## config.mk

```make
export PLATFORM = sky130hd
export DESIGN_NAME = vga_timing_gen_flat
export DESIGN_NICKNAME = d
export VERILOG_FILES = /design/src/rtl/vga_timing_if.sv /design/src/rtl/vga_timing_gen.sv /design/src/flat_wrapper.sv
export SDC_FILE = /design/constraint.sdc
export NUM_CORES = 1
export LEC_CHECK = 0
export ABC_AREA = 1
export BUFFER_PORTS_ARGS = -buffer_cell sky130_fd_sc_hd__buf_2
export CORE_AREA = 8 8 105 107
export CTS_BUF_LIST = sky130_fd_sc_hd__clkbuf_2
export DETAILED_ROUTE_END_ITERATION = 7
export DIE_AREA = 0 0 113 115
export GPL_TIMING_DRIVEN = 0
export SYNTH_ARGS = -nofsm -noshare
export SYNTH_HDL_FRONTEND = slang
export SYNTH_SLANG_ARGS = --single-unit
```

## constraint.sdc

```tcl
create_clock -name clk -period 3.9 [get_ports clk]
set_clock_uncertainty 0.2 [all_clocks]
set_input_delay 0.78 -clock clk [delete_from_list [all_inputs] [get_ports clk]]
set_output_delay 0.78 -clock clk [all_outputs]
set_load 0.01 [all_outputs]
```

## src/rtl/vga_timing_if.sv

```systemverilog
// Video timing bundle between the sync generator (master) and the pixel pipeline (slave).
interface vga_timing_if #(
  parameter int CNT_W   = 10,
  parameter int FRAME_W = 8
);
  logic               pix_en;
  logic               restart;
  logic               hsync;
  logic               vsync;
  logic [CNT_W-1:0]   hpos;
  logic [CNT_W-1:0]   vpos;
  logic               display_on;
  logic               line_start;
  logic               frame_start;
  logic [FRAME_W-1:0] frame_count;

  modport master (
    input  pix_en, restart,
    output hsync, vsync, hpos, vpos, display_on, line_start, frame_start, frame_count
  );

  modport slave (
    output pix_en, restart,
    input  hsync, vsync, hpos, vpos, display_on, line_start, frame_start, frame_count
  );
endinterface

```

## src/rtl/vga_timing_gen.sv

```systemverilog
// Parametrised VGA/VESA sync generator with pixel-clock enable, programmable sync
// polarity, synchronous restart and a completed-frame counter.
module vga_timing_gen #(
  parameter int H_ADDR    = 640,
  parameter int H_FRONT   = 16,
  parameter int H_SYNC    = 96,
  parameter int H_BACK    = 48,
  parameter int V_ADDR    = 480,
  parameter int V_FRONT   = 10,
  parameter int V_SYNC    = 2,
  parameter int V_BACK    = 33,
  parameter bit HSYNC_POL = 1'b0,
  parameter bit VSYNC_POL = 1'b0,
  parameter int CNT_W     = 10,
  parameter int FRAME_W   = 8
) (
  input  logic         clk,
  input  logic         rst_n,
  vga_timing_if.master vid
);

  localparam int H_TOTAL      = H_ADDR + H_FRONT + H_SYNC + H_BACK;
  localparam int V_TOTAL      = V_ADDR + V_FRONT + V_SYNC + V_BACK;
  localparam int H_SYNC_START = H_ADDR + H_FRONT;
  localparam int H_SYNC_END   = H_SYNC_START + H_SYNC;
  localparam int V_SYNC_START = V_ADDR + V_FRONT;
  localparam int V_SYNC_END   = V_SYNC_START + V_SYNC;

  localparam logic [CNT_W-1:0] H_LAST = CNT_W'(H_TOTAL - 1);
  localparam logic [CNT_W-1:0] V_LAST = CNT_W'(V_TOTAL - 1);

  logic [CNT_W-1:0]   h_reg, h_next;
  logic [CNT_W-1:0]   v_reg, v_next;
  logic [FRAME_W-1:0] frame_reg, frame_next;
  logic               hsync_reg, hsync_next;
  logic               vsync_reg, vsync_next;
  logic               de_reg, de_next;
  logic               line_start_reg, line_start_next;
  logic               frame_start_reg, frame_start_next;
  logic               h_wrap, v_wrap;

  // Decode is done in 32-bit so a sync window ending exactly at 2^CNT_W cannot truncate.
  function automatic logic in_range(input logic [CNT_W-1:0] p, input int lo, input int hi);
    return (int'(p) >= lo) && (int'(p) < hi);
  endfunction

  always_comb begin
    h_next           = h_reg;
    v_next           = v_reg;
    frame_next       = frame_reg;
    hsync_next       = hsync_reg;
    vsync_next       = vsync_reg;
    de_next          = de_reg;
    line_start_next  = 1'b0;
    frame_start_next = 1'b0;
    h_wrap           = (h_reg == H_LAST);
    v_wrap           = (v_reg == V_LAST);

    if (vid.restart) begin
      h_next     = '0;
      v_next     = '0;
      hsync_next = ~HSYNC_POL;
      vsync_next = ~VSYNC_POL;
      de_next    = 1'b0;
    end else if (vid.pix_en) begin
      h_next = h_wrap ? '0 : h_reg + 1'b1;
      if (h_wrap) begin
        v_next = v_wrap ? '0 : v_reg + 1'b1;
        if (v_wrap) begin
          frame_next = frame_reg + 1'b1;
        end
      end
      // Decode the position being entered so outputs line up with hpos/vpos.
      hsync_next       = in_range(h_next, H_SYNC_START, H_SYNC_END) ? HSYNC_POL : ~HSYNC_POL;
      vsync_next       = in_range(v_next, V_SYNC_START, V_SYNC_END) ? VSYNC_POL : ~VSYNC_POL;
      de_next          = in_range(h_next, 0, H_ADDR) && in_range(v_next, 0, V_ADDR);
      line_start_next  = (h_next == '0);
      frame_start_next = (h_next == '0) && (v_next == '0);
    end
  end

  always_ff @(posedge clk or negedge rst_n) begin
    if (!rst_n) begin
      h_reg           <= '0;
      v_reg           <= '0;
      frame_reg       <= '0;
      hsync_reg       <= ~HSYNC_POL;
      vsync_reg       <= ~VSYNC_POL;
      de_reg          <= 1'b0;
      line_start_reg  <= 1'b0;
      frame_start_reg <= 1'b0;
    end else begin
      h_reg           <= h_next;
      v_reg           <= v_next;
      frame_reg       <= frame_next;
      hsync_reg       <= hsync_next;
      vsync_reg       <= vsync_next;
      de_reg          <= de_next;
      line_start_reg  <= line_start_next;
      frame_start_reg <= frame_start_next;
    end
  end

  assign vid.hpos        = h_reg;
  assign vid.vpos        = v_reg;
  assign vid.frame_count = frame_reg;
  assign vid.hsync       = hsync_reg;
  assign vid.vsync       = vsync_reg;
  assign vid.display_on  = de_reg;
  assign vid.line_start  = line_start_reg;
  assign vid.frame_start = frame_start_reg;

endmodule

```

## src/flat_wrapper.sv

```systemverilog
// flat-port wrapper written by rule: the top's interface ports become plain ports
module vga_timing_gen_flat 
#(
  parameter int H_ADDR    = 640,
  parameter int H_FRONT   = 16,
  parameter int H_SYNC    = 96,
  parameter int H_BACK    = 48,
  parameter int V_ADDR    = 480,
  parameter int V_FRONT   = 10,
  parameter int V_SYNC    = 2,
  parameter int V_BACK    = 33,
  parameter bit HSYNC_POL = 1'b0,
  parameter bit VSYNC_POL = 1'b0,
  parameter int CNT_W     = 10,
  parameter int FRAME_W   = 8
)
  (clk, rst_n, vid_pix_en, vid_restart, vid_hsync, vid_vsync, vid_hpos, vid_vpos, vid_display_on, vid_line_start, vid_frame_start, vid_frame_count);
  vga_timing_if #(.CNT_W(CNT_W), .FRAME_W(FRAME_W)) vid_i ();
  input  logic clk;
  input  logic rst_n;
  input wire logic [$bits(vid_i.pix_en)-1:0] vid_pix_en;
  input wire logic [$bits(vid_i.restart)-1:0] vid_restart;
  output wire logic [$bits(vid_i.hsync)-1:0] vid_hsync;
  output wire logic [$bits(vid_i.vsync)-1:0] vid_vsync;
  output wire logic [$bits(vid_i.hpos)-1:0] vid_hpos;
  output wire logic [$bits(vid_i.vpos)-1:0] vid_vpos;
  output wire logic [$bits(vid_i.display_on)-1:0] vid_display_on;
  output wire logic [$bits(vid_i.line_start)-1:0] vid_line_start;
  output wire logic [$bits(vid_i.frame_start)-1:0] vid_frame_start;
  output wire logic [$bits(vid_i.frame_count)-1:0] vid_frame_count;
  assign vid_i.pix_en = vid_pix_en;
  assign vid_i.restart = vid_restart;
  assign vid_hsync = vid_i.hsync;
  assign vid_vsync = vid_i.vsync;
  assign vid_hpos = vid_i.hpos;
  assign vid_vpos = vid_i.vpos;
  assign vid_display_on = vid_i.display_on;
  assign vid_line_start = vid_i.line_start;
  assign vid_frame_start = vid_i.frame_start;
  assign vid_frame_count = vid_i.frame_count;
  vga_timing_gen #(.H_ADDR(H_ADDR), .H_FRONT(H_FRONT), .H_SYNC(H_SYNC), .H_BACK(H_BACK), .V_ADDR(V_ADDR), .V_FRONT(V_FRONT), .V_SYNC(V_SYNC), .V_BACK(V_BACK), .HSYNC_POL(HSYNC_POL), .VSYNC_POL(VSYNC_POL), .CNT_W(CNT_W), .FRAME_W(FRAME_W)) u_core (.clk(clk), .rst_n(rst_n), .vid(vid_i));
endmodule
```

==> results of run 1 <==
[cell type report]
type	count	area, sq um
inverters	39	146
flip-flops and latches	33	828
multi-input cells	225	1280
repair buffers	36	180
clock buffers	7	35.0
well taps	114	143
fillers	1019	6800
plain buffers	5	38.8
clock inverters	1	3.75
[cell families after synthesis]
logic type               after synthesis  synth area share (%)
adder cells (fa/ha/maj)                4                  2.18
XOR/XNOR                               9                  3.43
AND/OR/NAND/NOR                      186                  43.5
flip-flops                            33                  36.1
AO/OA/AOI/OAI                         25                  6.32
buffers and inverters                 44                  8.06
multiplexers                           1                 0.490
[metal layers]
| layer | wire (microns) | part of all wire, % |
|---|---|---|
| met1 | 2950 | 47 |
| met2 | 2940 | 47 |
| met3 | 275 | 4.4 |
| met4 | 116 | 1.8 |
| met5 | 0 | 0 |
[stage by stage]
step                worst slack [ns]  total power [uW]
floorplan                       2.00               373
global placement                1.51               392
detailed placement              1.54               392
CTS                             1.59               569
global route                    1.39               582
finish                          1.60               564
[placed cells by master, fill, tap and decap left out, drive strengths merged, types with 8 or more instances in the layout]
cell type,count
clkbuf,10
dfrtp,31
nand2,91
o21ai,9
nor3,8
nand4,13
buf,38
nor2,41
o22ai,16
nand3,32
inv,38
[synthesized netlist by cell type]
master	count	area (sq um)
nand2_1	81	304
inv_1	32	120
dfrtp_1	31	776
nor2_1	27	101
nand3_1	25	125
o22ai_1	16	100
nand4_1	10	62.6
o21ai_0	9	45.0
nand2_2	8	50.1
nor2_4	8	90.1
nand3_2	7	70.1
inv_2	6	22.5
nor2_2	6	37.5
xor2_1	5	43.8
ha_1	4	50.1
nor3_1	4	20.0
xnor2_1	4	35.0
clkbuf_1	3	11.3
dfstp_2	2	52.6
nand2_4	2	22.5
nand4_4	2	42.5
nor3_2	2	20.0
nor3_4	2	32.5
buf_12	1	20.0
buf_4	1	7.51
clkinv_1	1	3.75
mux2_2	1	11.3
nand3b_1	1	7.51
nand4_2	1	12.5
[how the worst max path moves through the flow]
| stage | from | end | depth (start not counted) |
|---|---|---|---|
| final | u_core.vid.hpos[0] | u_core.vid.display_on | 10 |
| after detailed placement | vid_restart | u_core.vid.hpos[5] | 5 |
| after floorplan | u_core.vid.hpos[0] | u_core.vid.display_on | 10 |
| after CTS | u_core.vid.hpos[0] | u_core.vid.display_on | 10 |
| after global placement | vid_restart | u_core.vid.hpos[3] | 5 |
| after global routing | u_core.vid.hpos[0] | u_core.vid.display_on | 10 |
[power by group]
part | switching, uW | leakage [uW] | internal (uW)
Sequential | 3.07 | 0.000451 | 346
Clock | 131 | 0.0000306 | 48.0
Combinational | 26.8 | 0.000966 | 9.69
Total | 161 | 0.00145 | 404
==> summary.txt, run 1 <==
Die
  – Die height: 115 microns
  – Die width: 113 microns
  – Number of I/O pins: 37
  – Starting density of the core: 24.3%
  – Rows: 36
  – Die Footprint: 13,000 sq um
  – Placeable Area: 9460 sq um

STA
  – Fmax achieved: 436 MHz
  – RSZ-0062 raised after global routing: false
  – Post-layout min period: 2.30 ns
  – Final setup TNS: 0 ns
  – Worst slew margin: 48.3%
  – Final hold vios: 0
  – Slew @ Worst Pin: 0.775 ns
  – Finish-stage setup viols: 0
  – Final period util: 58.9%
  – Slew Viols, Final: 0
  – Hold slack final: 0.215 ns

Finish
  – ANT cells: 0
  – Share of cells above drive strength 1: 26.6%
  – Area Growth Syn to Fin: 15.7%
  – Final net count: 353
  – Fin util: 28.1%
  – Final std cells w/o fill: 460
  – Fin area: 2660 sq um

CTS
  – Clock H-tree levels: 2
  – CTS Buf Count: 5
  – # resized after CTS: 0
  – Clk slew on worst S/H paths: 0.22 ns
  – CTS sink count: 33
  – Hold buffers post-CTS: 0
  – Worst-Skew Late Latency: 0.40 ns
  – Clk buf depth: 2
  – Post-CTS Setup Inserts: 0
  – Root Driver: clkbuf_2
  – TritonCTS clock tree: done

Global routing
  – Largest net degree at the start of global routing: 34
  – Initial antenna violation count: 0
  – Met1 Use GR: 11.9%
  – Gr ovfl total: 0
  – Met2 usage: 16.7%
  – Number of global-route vias before repair: 2,278
  – First-pass GRT wire length: 10.5 mm
  – GRT met3 Usage: 1.94%
  – Layer with the highest usage: met2
  – Gr usage total: 9.88%

Critical path
  – Reg2Reg Depth: 10
  – Critical path's largest stage delay: 0.49 ns
  – WP data required: 3.98 ns
  – Crit-path cells: ha_1 -> nand2_1 -> nor2_4 -> nand4_1 -> nand2_1 -> nand2_1 -> nor2_1 -> nand2_1 -> nand3b_1 -> nand2_1
  – Critical Path AT: 2.38 ns
  – Slowest-stage cell, CP: dfrtp_1
  – Worst reg2reg endpoint: u_core.vid.display_on
  – Most used cell, CP: nand2_1
  – Reg2Reg Launch Point: u_core.vid.hpos[0]
  – Crit path buffers/inverters: 0
  – CP Capture Type: register
  – CP Class: register to register
  – Startpoint types: register
  – Worst reg-to-reg setup slack: 1.60 ns
  – CP max FO: 6
  – Largest delay share family, worst path: simple AND/OR/NAND/NOR gates

Route
  – Residual DRC count: 0
  – 1st-pass router iterations: 4
  – Number of routed nets with antenna violations: 0
  – Initial DRC count: 112
  – Via count: 2,150
  – WL/cell: 13.7 microns
  – Drt total wl: 6.28 mm
  – Via/cell ratio: 4.67

Synth
  – Mapped Cells: 302
  – Seq/Total Area, Yosys: 36.1%
  – Unique masters post-synth: 29
  – FF+latch count, synth: 33
  – Ys Warns: 0
  – Post-Syn Nets: 310
  – Post-Syn Area: 2300 sq um
  – Syn_area_per_cell: 7.61 sq um

Power and ir drop
  – VDD IR max: 99.0 uV
  – Static Leak: 0.00145 uW
  – PwrDens: 212 nW/um^2

Hold path
  – Worst Hold Class: input pin to asynchronous set/reset pin

Place
  – Gpl congestion: 0.886
  – Port bufs: 36
  – Post-DP HPWL: 4.82 mm
  – Placed Cells: 452
  – Placed cell area: 2620 sq um

Flow run
  – Maximum capacitance violations: 0

Outcome
  – Outcome: finished, final reports clean
Note: power is estimated with default switching activity, not from simulation.
==> run 2, diff against run 1 <==
clock period = 2.3 ns   (was 3.9 ns; I/O delays follow)
==> run 2 against run 1 <==
Effect of this change:
- non-clock buffer count increased by 3
- via count increased by 0.98%
- total power increased by 69%
- critical endpoint is now u_core.vid.frame_start
- largest power group unchanged
==> summary.txt, run 2 (synthesized netlist as in run 1, its figures left out) <==
Finish
  – Multi-input gate area: 1290 sq um (+0.39%)
  – Fin util: 28.4% (+0.33 points)
  – Area Growth Syn to Fin: 17.1%
  – Share of cells above drive strength 1: 27.8% (+1.2 points)
  – Layout fillers: 1,011 (-0.79%)
  – ANT cells: 0 (unchanged)
  – Flip-flop and latch area: 830 sq um (+0.15%)
  – Final net count: 356 (+0.85%)
  – Most frequent cells in the layout: 81 x nand2_1, 36 x buf_2, 32 x inv_1
  – Most common cell after layout, fill and taps aside: nand2_1

Global routing
  – Layer with the highest usage: met2
  – GRT met3 Usage: 1.94% (unchanged)
  – Met2 usage: 16.8% (+0.079 points)
  – Largest net degree at the start of global routing: 34 (unchanged)
  – Met1 Use GR: 11.9% (-0.063 points)
  – Gr ovfl total: 0 (unchanged)
  – Number of global-route vias before repair: 2,289 (+0.48%)
  – Initial antenna violation count: 0 (unchanged)
  – Gr usage total: 9.88% (unchanged)
  – First-pass GRT wire length: 10.5 mm (about the same)

STA
  – Finish-stage setup viols: 0 (unchanged)
  – Fmax achieved: 468 MHz (+7.5%)
  – Final setup TNS: 0 ns (unchanged)
  – Worst slew margin: 48.3% (about the same)
  – Slew @ Worst Pin: 0.776 ns (+0.000139 ns)
  – Slew Viols, Final: 0 (unchanged)
  – Final period util: 92.8% (+34 points)
  – Final WS setup: 0.165 ns (-1.44 ns)
  – RSZ-0062 raised after global routing: false
  – Final hold vios: 0 (unchanged)
  – Post-layout min period: 2.14 ns (-0.161 ns)

Route
  – WL/cell: 13.6 microns (-0.17%)
  – Drt total wl: 6.31 mm (+0.48%)
  – 1st-pass router iterations: 4 (unchanged)
  – Number of routed nets with antenna violations: 0 (unchanged)
  – Via count: 2,171 (+0.98%)
  – Residual DRC count: 0 (unchanged)
  – Via/cell ratio: 4.69 (+0.32%)
  – Initial DRC count: 128 (+14%)

CTS
  – CTS Buf Count: 5 (unchanged)
  – Clk buf depth: 2 (unchanged)
  – Clock H-tree levels: 2 (unchanged)
  – Root Driver: clkbuf_2
  – Clk slew on worst S/H paths: 0.21 ns (about the same)
  – CTS sink count: 33 (unchanged)
  – TritonCTS clock tree: done
  – Worst-Skew Late Latency: 0.40 ns (about the same)

Critical path
  – Crit path from: u_core.vid.hpos[0]
  – Worst path depth: 10 (unchanged)
  – Critical Path AT: 2.25 ns (-0.13 ns)
  – WP data required: 2.42 ns (-1.56 ns)
  – Critical path endpoint: u_core.vid.frame_start
  – Crit path buffers/inverters: 1 (+1)
  – Largest delay share family, worst path: simple AND/OR/NAND/NOR gates
  – Most used cell, CP: nand2_2
  – Worst reg2reg endpoint: u_core.vid.frame_start
  – Slowest-stage cell, CP: dfrtp_2
  – Reg2Reg Depth: 10 (unchanged)
  – Startpoint types: register
  – Crit-path cells: ha_2 -> nand4_4 -> nor2_4 -> buf_12 -> nand2_2 -> nand2_2 -> nand2_1 -> nor2_2 -> nand3_1 -> nor2_1
  – CP Class: register to register
  – CP max FO: 10 (+4)
  – Reg2Reg Launch Point: u_core.vid.hpos[0]
  – Worst reg-to-reg setup slack: 0.16 ns (-1.44 ns)
  – CP Capture Type: register
  – Critical path's largest stage delay: 0.46 ns (-0.03 ns)

Place
  – Place WS: 0.0835 ns (-1.46 ns)
  – Port bufs: 36 (unchanged)
  – Post-DP HPWL: 4.82 mm (unchanged)
  – Gpl congestion: 0.886 (unchanged)

Power and ir drop
  – Static Leak: 0.00145 uW (+0.37%)
  – VDD IR max: 169 uV (+70%)
  – Post-layout power: 955 uW (+69%)
  – PwrDens: 355 nW/um^2 (+67%)

Hold path
  – Worst Hold Class: input pin to register

Die
  – Number of I/O pins: 37 (unchanged)
  – Die height: 115 microns (unchanged)
  – Die width: 113 microns (unchanged)
  – Starting density of the core: 24.3% (unchanged)
  – Placeable Area: 9460 sq um (unchanged)
  – Die Footprint: 13,000 sq um (unchanged)
  – Rows: 36 (unchanged)

Outcome
  – Outcome: finished, final reports clean

Flow run
  – Maximum capacitance violations: 0 (unchanged)
==> run 2: worst min path at each step <==
stage | from | endpoint | slack, ns | cells past startpoint
4_1_cts | vid_pix_en | u_core.vid.hpos[2] | 0.15 | 4
3_5_place_dp | u_core.vid.frame_count[7] | u_core.vid.frame_count[7] | 0.27 | 1
5_1_grt | vid_pix_en | u_core.vid.display_on | 0.19 | 4
2_1_floorplan | rst_n | u_core.vid.display_on | -0.04 | 0
3_3_place_gp | u_core.vid.frame_count[7] | u_core.vid.frame_count[7] | 0.26 | 1
6_report | vid_pix_en | u_core.vid.hpos[2] | 0.17 | 4
==> run 2: metal layers <==
metal  wire [microns]  vias to the layer above
met5                0                        -
met4              131                        0
met3              320                       15
met2             2950                       71
met1             2910                     1006
li1                 -                     1079
==> run 2: timing repair <==
action / in CTS / in global routing
setup buffers: 1 / 1
hold buffers: 1 / 0
pin swaps: 1 / 1
endpoints found under the setup margin: 1 / 4
hold endpoints to repair: 31 / 0
resized for setup: 0 / 3
==> run 2: worst reg2reg max path, cell delays in order, from the launching register on <==
cell,delay [ns]
dfrtp_2,0.46
ha_2,0.26
nand4_4,0.15
nor2_4,0.26
buf_12,0.18
nand2_2,0.06
nand2_2,0.08
nand2_1,0.08
nor2_2,0.13
nand3_1,0.11
nor2_1,0.09
==> run 2: report_power, final <==
part / switching (uW) / total [uW] / internal [uW]
clock network: 218 / 299 / 81.4
logic: 45.8 / 63.6 / 17.8
registers: 5.37 / 592 / 587
total: 269 / 955 / 686
==> run 2: layout make-up <==
| class | count | area share [%] |
|---|---|---|
| Buffer | 5 | 1.44 |
| Timing Repair Buffer | 39 | 7.63 |
| Sequential cell | 33 | 30.8 |
| Clock inverter | 1 | 0.140 |
| Multi-Input combinational cell | 225 | 47.9 |
| Inverter | 39 | 5.44 |
| Tap cell | 114 | 5.30 |
| Clock buffer | 7 | 1.30 |
==> run 2: stage by stage <==
stage	std cells	area (sq um)	hold WS [ns]
after global placement	452	2620	0.257
after floorplan	302	2300	-0.0356
after global routing	463	2690	0.189
after detailed placement	452	2620	0.267
final	463	2690	0.175
after CTS	462	2680	0.149
==> run 3, diff against run 2 <==
PLACE_DENSITY = 0.39   (was default)
==> run 3 against run 2 <==
Effect of this change:
- non-clock buffer count did not move
- clock power rose by 33%
- worst setup slack got worse by 0.016 ns
- sequential power barely moved
- combinational power rose by 5.0%
- largest cell class unchanged
- clock-buffer cell count fell by 1
- core utilization rose by 0.28 points
- design area rose by 0.98%
- global-route usage rose by 1.2 points
==> summary.txt, run 3 (synthesized netlist as in run 1, its figures left out) <==
CTS
  – Clock H-tree levels: 2 (unchanged)
  – Worst-Skew Late Latency: 0.39 ns (about the same)
  – CTS Buf Count: 5 (unchanged)
  – Clk slew on worst S/H paths: 0.19 ns (-0.02 ns)
  – Clk buf depth: 2 (unchanged)
  – Root Driver: clkbuf_2
  – TritonCTS clock tree: done
  – CTS sink count: 33 (unchanged)

Route
  – Initial DRC count: 65 (-49%)
  – WL/cell: 14.6 microns (+7.4%)
  – Residual DRC count: 0 (unchanged)
  – Via count: 2,127 (-2.0%)
  – Drt total wl: 6.78 mm (+7.4%)
  – Via/cell ratio: 4.59 (-2.0%)
  – 1st-pass router iterations: 4 (unchanged)
  – Number of routed nets with antenna violations: 0 (unchanged)

STA
  – RSZ-0062 raised after global routing: false
  – Worst slew margin: 46.8% (-1.5 points)
  – Slew @ Worst Pin: 0.799 ns (+0.0231 ns)
  – Post-layout min period: 2.15 ns (+0.0162 ns)
  – Finish-stage setup viols: 0 (unchanged)
  – Hold slack final: 0.160 ns (-0.0144 ns)
  – Fmax achieved: 465 MHz (-0.75%)
  – Final hold vios: 0 (unchanged)
  – Slew Viols, Final: 0 (unchanged)
  – Final period util: 93.5% (+0.71 points)

Critical path
  – Critical Path AT: 2.23 ns (-0.02 ns)
  – Crit-path cells: inv_1 -> ha_1 -> nand3_2 -> nor3_4 -> nand3_2 -> nor2_2 -> nand3_1 -> xnor2_1
  – Most used cell, CP: nand3_2
  – Largest delay share family, worst path: simple AND/OR/NAND/NOR gates
  – Critical path's largest stage delay: 0.45 ns (about the same)
  – Startpoint types: register
  – CP Capture Type: register
  – Crit path buffers/inverters: 1 (unchanged)
  – CP Class: register to register
  – CP max FO: 4 (-6)
  – WP data required: 2.38 ns (-0.04 ns)
  – Slowest-stage cell, CP: dfrtp_1

Global routing
  – Gr usage total: 11.1% (+1.2 points)
  – First-pass GRT wire length: 11.4 mm (+9.0%)
  – Number of global-route vias before repair: 2,228 (-2.7%)
  – Largest net degree at the start of global routing: 34 (unchanged)
  – Gr ovfl total: 0 (unchanged)
  – Initial antenna violation count: 0 (unchanged)

Finish
  – ANT cells: 0 (unchanged)
  – Area Growth Syn to Fin: 18.2%
  – Most frequent cells in the layout: 81 x nand2_1, 36 x buf_2, 32 x inv_1
  – Share of cells above drive strength 1: 28.1% (+0.29 points)
  – Final net count: 356 (unchanged)
  – Most common cell after layout, fill and taps aside: nand2_1

Power and ir drop
  – VDD IR max: 133 uV (-21%)
  – Post-layout power: 1060 uW (+11%)
  – PwrDens: 389 nW/um^2 (+9.7%)
  – Static Leak: 0.00146 uW (+0.64%)

Die
  – Die width: 113 microns (unchanged)
  – Die height: 115 microns (unchanged)
  – Die Footprint: 13,000 sq um (unchanged)
  – Placeable Area: 9460 sq um (unchanged)
  – Rows: 36 (unchanged)
  – Starting density of the core: 24.3% (unchanged)
  – Number of I/O pins: 37 (unchanged)

Place
  – Gpl congestion: 0.814 (-8.1%)
  – Port bufs: 36 (unchanged)
  – Post-DP HPWL: 5.29 mm (+9.8%)

Flow run
  – Maximum capacitance violations: 0 (unchanged)

Hold path
  – Worst Hold Class: input pin to register

Outcome
  – Outcome: finished, final reports clean
-- run 3: cell types whose count changed in the layout (fill, tap and decap cells not counted), sizes merged --
cell,delta
bufinv,+1
clkbuf,-1
-- run 3: final timing paths --
| check | startpoint | to | slack [ns] | cells past startpoint |
|---|---|---|---|---|
| worst min register to register | u_core.vid.frame_count[7] | u_core.vid.frame_count[7] | 0.29 | 1 |
| min in group asynchronous | rst_n | u_core.vid.hpos[8] | 0.46 | 2 |
| worst max-delay path | u_core.vid.vpos[0] | u_core.vid.frame_count[7] | 0.15 | 8 |
| max in group asynchronous | rst_n | u_core.vid.vpos[1] | 0.89 | 2 |
| worst min-delay path | vid_pix_en | u_core.vid.display_on | 0.16 | 4 |
| worst max register to register | u_core.vid.vpos[0] | u_core.vid.frame_count[7] | 0.15 | 8 |
-- run 3: metrics by stage --
stage	area [sq um]	std cells	utilization (%)	setup slack (ns)	TNS, ns
detailed placement	2620	452	27.7	-0.0661	-0.102
finish	2720	463	28.7	0.148	0
global route	2720	463	28.7	0.00396	0
CTS	2700	462	28.6	0.0479	0
global placement	2620	452	27.7	-0.0633	-0.0757
floorplan	2300	302	-	0.404	0
-- run 3: routing by layer --
layer  GRT usage, %  wire length, microns  vias up
met2           18.3                  3180       37
met1           13.9                  3240     1004
met3           2.84                   267        6
li1               -                     -     1080
met4           3.55                    93        0
met5              0                     0        -
-- run 3: where the power goes --
part           switching (uW)  total, uW  internal (uW)
Sequential               4.82        592            587
Clock                     213        399            186
Combinational            47.3       66.8           19.5
Total                     266       1060            792
-- run 3: final cells by class --
class / instances / area [sq um]
Clock inverter: 2 / 33.8
Buffer: 5 / 38.8
Fill cell: 1070 / 6740
Tap cell: 114 / 143
Sequential cell: 33 / 831
Multi-Input combinational cell: 225 / 1290
Inverter: 39 / 146
Timing Repair Buffer: 39 / 205
Clock buffer: 6 / 30.0
-- run 3: timing repair --
item                       in CTS  in global routing
setup endpoints to repair       2                  3
hold endpoints to repair       31                  0
hold buffers                    1                  0
pin swaps                       1                  0
gates resized for setup         0                  4
cloned                          0                  0
setup buffers                   1                  1
-- run 3: worst reg2reg max path, stage by stage (launching register included) --
cell	delay, ns
dfrtp_1	0.45
inv_1	0.14
ha_1	0.25
nand3_2	0.13
nor3_4	0.28
nand3_2	0.17
nor2_2	0.17
nand3_1	0.11
xnor2_1	0.14
